**src/rtl/ip_seq.sv**
```systemverilog
// Registered instruction-pointer sequencer with a circular return-address stack,
// conditional branch, stall (advance) handshake and sticky stack-fault flags.
module ip_seq #(
  parameter int                     IADDR_WIDTH  = 10,
  parameter int                     RS_DEPTH     = 8,
  parameter logic [IADDR_WIDTH-1:0] RESET_VECTOR = '0
) (
  input  logic                            clk,
  input  logic                            rst_n,
  input  logic                            advance,
  input  logic [2:0]                      ip_op,
  input  logic [IADDR_WIDTH-1:0]          ip_imm,
  input  logic [IADDR_WIDTH-1:0]          tos,
  input  logic                            tos_is_zero,
  input  logic                            flag_clr,
  output logic [IADDR_WIDTH-1:0]          ip,
  output logic [IADDR_WIDTH-1:0]          ip_inc,
  output logic [IADDR_WIDTH-1:0]          rs_top,
  output logic [$clog2(RS_DEPTH+1)-1:0]   rs_depth,
  output logic                            rs_overflow,
  output logic                            rs_underflow
);

  localparam int PTR_W   = $clog2(RS_DEPTH);
  localparam int DEPTH_W = $clog2(RS_DEPTH+1);

  typedef enum logic [2:0] {
    OP_NEXT     = 3'd0,
    OP_JMP_IMM  = 3'd1,
    OP_BRZ_IMM  = 3'd2,
    OP_CALL_IMM = 3'd3,
    OP_RET      = 3'd4,
    OP_JMP_TOS  = 3'd5,
    OP_CALL_TOS = 3'd6,
    OP_RSVD     = 3'd7
  } op_e;

  logic [IADDR_WIDTH-1:0] stack_mem [RS_DEPTH];
  logic [PTR_W-1:0]       top_ptr;
  logic [DEPTH_W-1:0]     depth;

  op_e                    op;
  logic [IADDR_WIDTH-1:0] ip_next;
  logic                   push;
  logic                   pop;
  logic                   is_full;
  logic                   is_empty;
  logic                   do_push;
  logic                   do_pop;
  logic                   ovf_event;
  logic                   unf_event;

  assign op       = op_e'(ip_op);
  assign ip_inc   = ip + IADDR_WIDTH'(1);
  assign is_full  = (depth == DEPTH_W'(RS_DEPTH));
  assign is_empty = (depth == '0);
  assign rs_top   = is_empty ? RESET_VECTOR : stack_mem[top_ptr];
  assign rs_depth = depth;

  // NOTE: every always_comb output gets a default first so no latch is inferred.
  always_comb begin
    ip_next = ip_inc;
    push    = 1'b0;
    pop     = 1'b0;
    case (op)
      OP_JMP_IMM:  ip_next = ip_imm;
      OP_BRZ_IMM:  ip_next = tos_is_zero ? ip_imm : ip_inc;
      OP_CALL_IMM: begin ip_next = ip_imm; push = 1'b1; end
      OP_RET:      begin ip_next = rs_top; pop  = 1'b1; end
      OP_JMP_TOS:  ip_next = tos;
      OP_CALL_TOS: begin ip_next = tos;    push = 1'b1; end
      default:     ip_next = ip_inc;
    endcase
  end

  assign do_push   = advance & push;
  assign do_pop    = advance & pop;
  assign ovf_event = do_push & is_full;
  assign unf_event = do_pop & is_empty;

  // NOTE: sequential state uses non-blocking assignments; stack_mem is written
  // only outside reset and is deliberately not cleared, since depth alone
  // decides which entries are valid.
  always_ff @(posedge clk or negedge rst_n) begin
    if (!rst_n) begin
      ip           <= RESET_VECTOR;
      top_ptr      <= '0;
      depth        <= '0;
      rs_overflow  <= 1'b0;
      rs_underflow <= 1'b0;
    end else begin
      if (advance) ip <= ip_next;

      // A push when full lands on the oldest slot, which sits just above the top.
      if (do_push) begin
        stack_mem[top_ptr + PTR_W'(1)] <= ip_inc;
        top_ptr                        <= top_ptr + PTR_W'(1);
        if (!is_full) depth <= depth + DEPTH_W'(1);
      end else if (do_pop && !is_empty) begin
        top_ptr <= top_ptr - PTR_W'(1);
        depth   <= depth - DEPTH_W'(1);
      end

      // A fault on the same edge as flag_clr wins over the clear.
      if (ovf_event)     rs_overflow  <= 1'b1;
      else if (flag_clr) rs_overflow  <= 1'b0;
      if (unf_event)     rs_underflow <= 1'b1;
      else if (flag_clr) rs_underflow <= 1'b0;
    end
  end

endmodule

```
**config.mk**
```make
export PLATFORM = sky130hd
export DESIGN_NAME = ip_seq
export DESIGN_NICKNAME = d
export VERILOG_FILES = /design/src/rtl/ip_seq.sv
export SDC_FILE = /design/constraint.sdc
export NUM_CORES = 1
export LEC_CHECK = 0
export CORE_ASPECT_RATIO = 0.5
export CORE_MARGIN = 1.5
export CORE_UTILIZATION = 50
export DETAILED_ROUTE_END_ITERATION = 8
export GPL_ROUTABILITY_DRIVEN = 0
export PLACE_DENSITY = 0.8
export SLEW_MARGIN = 40
export SYNTH_ARGS = -nofsm -noshare
export SYNTH_HDL_FRONTEND = slang
export SYNTH_SLANG_ARGS = --single-unit
```
**constraint.sdc**
```tcl
create_clock -name clk -period 3 [get_ports clk]
set_input_delay 0.9 -clock clk [delete_from_list [all_inputs] [get_ports clk]]
set_output_delay 0.9 -clock clk [all_outputs]
set_load 0.02 [all_outputs]
```
==> load_flow_metrics.sql, run 1 <==
INSERT INTO impl_metrics (metric_group, metric, value, unit) VALUES
('clocking', 'numCtsBuffers', '9', ''),
('hold_path', 'min_delay_path_class', 'flip-flop to flip-flop', ''),
('synth', 'synth_compound_gate_area_share', '11.5', '%'),
('synth', 'synth-seq-cells', '99', ''),
('setup_path', 'crit_type', 'flip-flop to primary output', ''),
('synth', 'synth-adder-area-share', '2.11', '%'),
('setup_path', 'crit-reg2reg-capture', 'stack_mem[6][9]$_DFFE_PP_', ''),
('sta', 'tightest_slew_margin_relative_to_the_limit', '71.0', '%'),
('synth', 'yosys.area.top_type_share', '49.3', '%'),
('sta', 'fin_ws', '-0.0164', 'ns'),
('synth', 'yosys_most_used_dff', 'edfxtp_1', ''),
('run_status', 'status', 'finished with violations', ''),
('run_status', 'failed_checks', 'setup timing', ''),
('setup_path', 'ff2ff_setup_slack', '0.67', 'ns'),
('sta', 'worstMarginPinSlew', '0.434', 'ns'),
('clocking', 'clock_latency', '0.35', 'ns'),
('floorplan', 'die_y', '72.8', 'µm'),
('cells_and_area', 'num_antenna_cells', '0', ''),
('clocking', 'htreeDepth', '3', ''),
('floorplan', 'core_region_area', '0.00945', 'mm²'),
('setup_path', 'cp.required', '2.10', 'ns'),
('sta', 'setup_total_negative_slack', '-0.0164', 'ns'),
('synth', 'synthSimpleGateAreaFrac', '9.37', '%'),
('clocking', 'cts.clk_slew.worst_paths', '0.07', 'ns'),
('synth', 'area_share_of_xor_xnor_cells_in_the_synthesized_design', '3.06', '%'),
('route', 'finalWirelength', '12500', 'µm'),
('synth', 'synth.top_cells.by_area', 'edfxtp_1, dfrtp_1, mux2i_1', ''),
('floorplan', 'number_of_placement_rows', '25', ''),
('global_routing', 'grt_max_degree', '25', ''),
('sta', 'final_setup_violation_count', '1', ''),
('global_routing', 'global_route_wire_length_before_repair', '18300', 'µm'),
('global_routing', 'grt_use_total', '24.5', '%'),
('placement', 'place.detailed.hpwl', '8600', 'µm'),
('floorplan', 'die_x', '143', 'µm'),
('synth', 'synth.mux.area_fraction', '11.5', '%'),
('route', 'drcViolationCount', '0', ''),
('hold_path', 'worst_hold_path.num_cells', '2', ''),
('sta', 'report.final.hold_viol_count', '0', ''),
('hold_path', 'timing.hold.worst_endpoint', 'rs_overflow$_DFFE_PN0P_', ''),
('setup_path', 'worstSetupStartpointType', 'flip-flop', ''),
('pwr', 'fin_total_pwr', '5.81', 'mW'),
('hold_path', 'min_from', 'rs_overflow$_DFFE_PN0P_', ''),
('cells_and_area', 'drive_gt1_share', '23.2', '%'),
('synth', 'synth.cells.most_frequent', 'edfxtp_1, nor2_1, mux2i_1, a21oi_1, o21ai_0', ''),
('sta', 'final_min_period_over_clock_period', '101', '%'),
('clocking', 'cts_tree', 'done', ''),
('floorplan', 'initial_utilization', '51.6', '%'),
('setup_path', 'regToRegStartpoint', 'top_ptr[0]$_DFFE_PN0P_', ''),
('cells_and_area', 'finalNetCount', '524', ''),
('clocking', 'cts_num_sinks', '99', ''),
('synth', 'avgSynthCellArea', '13.0', 'µm²'),
('synth', 'dominant_combinational_cell_family_by_area_after_synthesis', 'compound AO/OA/AOI/OAI gates', ''),
('clocking', 'cts_buffer_depth', '2', ''),
('synth', 'synth.distinct_cells', '52', ''),
('synth', 'synthesized_net_count', '409', ''),
('pwr', 'power-per-cell-area', '905', 'mW/mm²'),
('synth', 'yosys.area.top_type', 'edfxtp_1', ''),
('route', 'vias_per_cell', '5.87', ''),
('route', 'firstDrtPassIters', '5', ''),
('floorplan', 'design.portCount', '64', ''),
('setup_path', 'cp_data_arrival_time', '2.12', 'ns'),
('sta', 'report.final.slew_viol_count', '0', ''),
('route', 'drtIter0Drc', '482', ''),
('synth', 'yosys_warnings', '0', ''),
('setup_path', 'critical_path_peak_fanout', '11', ''),
('pwr', 'cellLeakagePower', '2.38', 'nW'),
('synth', 'postSynth.asyncResetShare', '19.2', '%'),
('route', 'via_count', '3695', ''),
('setup_path', 'critical_path.endpoint_type', 'primary output', ''),
('synth', 'cell_area_synth', '0.00487', 'mm²'),
('global_routing', 'gr-total-overflow', '0', '');
==> routing by layer <==
layer  vias up  part of all wire [%]  global-route usage [%]  wire (µm)
li1       1675                     -                       -          -
met1      1789                    43                    35.0       5390
met2       207                    47                    37.1       5800
met3        24                   8.5                    5.77       1060
met4         0                   1.6                    8.82        203
met5         -                     0                       0          0
==> cells by family (layout without fill, tap and decap cells) <==
group / Yosys count / in the layout
compound gates: 87 / 87
fa+ha+maj: 8 / 8
xor+xnor: 17 / 17
mux: 41 / 41
flops: 99 / 99
buf+inv: 33 / 153
simple gates: 90 / 90
==> sequential cells by signal, summed over array words and instances, names as in the netlist <==
name          count
top_ptr           3
rs_depth          4
ip               10
stack_mem        80
rs_underflow      1
rs_overflow       1
==> worst max-delay path by stage <==
stage                                 startpoint                   endpoint  slack, ns  cells past startpoint
after floorplan                         ip_op[2]  stack_mem[1][0]$_DFFE_PP_       0.19                      6
after global placement    top_ptr[0]$_DFFE_PN0P_                  rs_top[1]       0.08                      5
after detailed placement  top_ptr[0]$_DFFE_PN0P_                  rs_top[1]       0.06                      5
after CTS                 top_ptr[0]$_DFFE_PN0P_                  rs_top[3]      0.005                      6
after global routing      top_ptr[1]$_DFFE_PN0P_                  rs_top[5]      -0.07                      5
final                     top_ptr[0]$_DFFE_PN0P_                  rs_top[7]      -0.02                      6
==> critical path, cell delays in order (launching register included) <==
cell and delay (ns):
dfrtp_2 0.45, buf_4 0.16, clkbuf_16 0.17, mux2i_1 0.15, a22oi_1 0.25, and3_1 0.24, dlygate4sd2_1 0.35
==> layout by cell type, fill, tap and decap left out, types with 2 or more instances in the layout <==
cell type / count
a211oi_1: 4
a21oi_1: 22
a22oi_1: 12
and3_1: 8
buf_12: 3
buf_2: 2
buf_4: 58
buf_6: 2
clkbuf_16: 11
clkbuf_8: 2
clkdlybuf4s50_1: 47
clkinv_4: 2
dfrtp_1: 18
dlygate4sd2_1: 11
edfxtp_1: 80
ha_1: 4
inv_1: 9
inv_6: 2
maj3_1: 2
mux2_2: 4
mux2i_1: 22
mux2i_4: 3
mux4_2: 11
nand2_1: 13
nand2b_1: 6
nand3_1: 12
nand4_1: 6
nor2_1: 26
nor3_1: 7
o211ai_1: 5
o21a_1: 3
o21ai_0: 20
o221ai_1: 6
o22ai_1: 6
xnor2_1: 11
xor2_1: 5
==> power by group <==
group | leakage, nW | internal, mW | total (mW) | switching, mW
clock network | 0.143 | 0.616 | 1.11 | 0.499
registers | 0.944 | 1.70 | 1.81 | 0.110
logic | 1.29 | 1.36 | 2.89 | 1.53
==> cell type report <==
cell class              count  area, µm²
clock buffers              11        253
clock inverters             5       42.5
fillers                   649       3020
inverters                  10       37.5
multi-input cells         243       1880
flip-flops and latches     99       2880
well taps                 135        169
repair buffers            127       1160
==> metrics by stage <==
stage / util (%) / cells / setup WS (ns) / instance area, µm²
floorplan: - / 375 / 0.185 / 4870
global placement: 63.5 / 606 / 0.0789 / 6000
detailed placement: 63.5 / 606 / 0.0625 / 6000
CTS: 67.1 / 624 / 0.00485 / 6340
global route: 68.0 / 630 / -0.0722 / 6420
finish: 68.0 / 630 / -0.0164 / 6420
==> what timing repair did <==
| action | 4_1_cts | 5_1_grt |
|---|---|---|
| setup endpoints to repair | 16 | 5 |
| resized for setup | 34 | 7 |
| buffers inserted | 2 | 4 |
| cloned | 0 | 2 |
Power figures use the tool's default switching activity.
==> run 2: changes to the inputs <==
--- a/config.mk
+++ b/config.mk
@@ -5,6 +5,7 @@
 export SDC_FILE = /design/constraint.sdc
 export NUM_CORES = 1
 export LEC_CHECK = 0
+export ABC_CLOCK_PERIOD_IN_PS = 3000
 export CORE_ASPECT_RATIO = 0.5
 export CORE_MARGIN = 1.5
 export CORE_UTILIZATION = 50
==> results of run 2 <==
Final layout, timing and power as in run 1 (identical DEF).
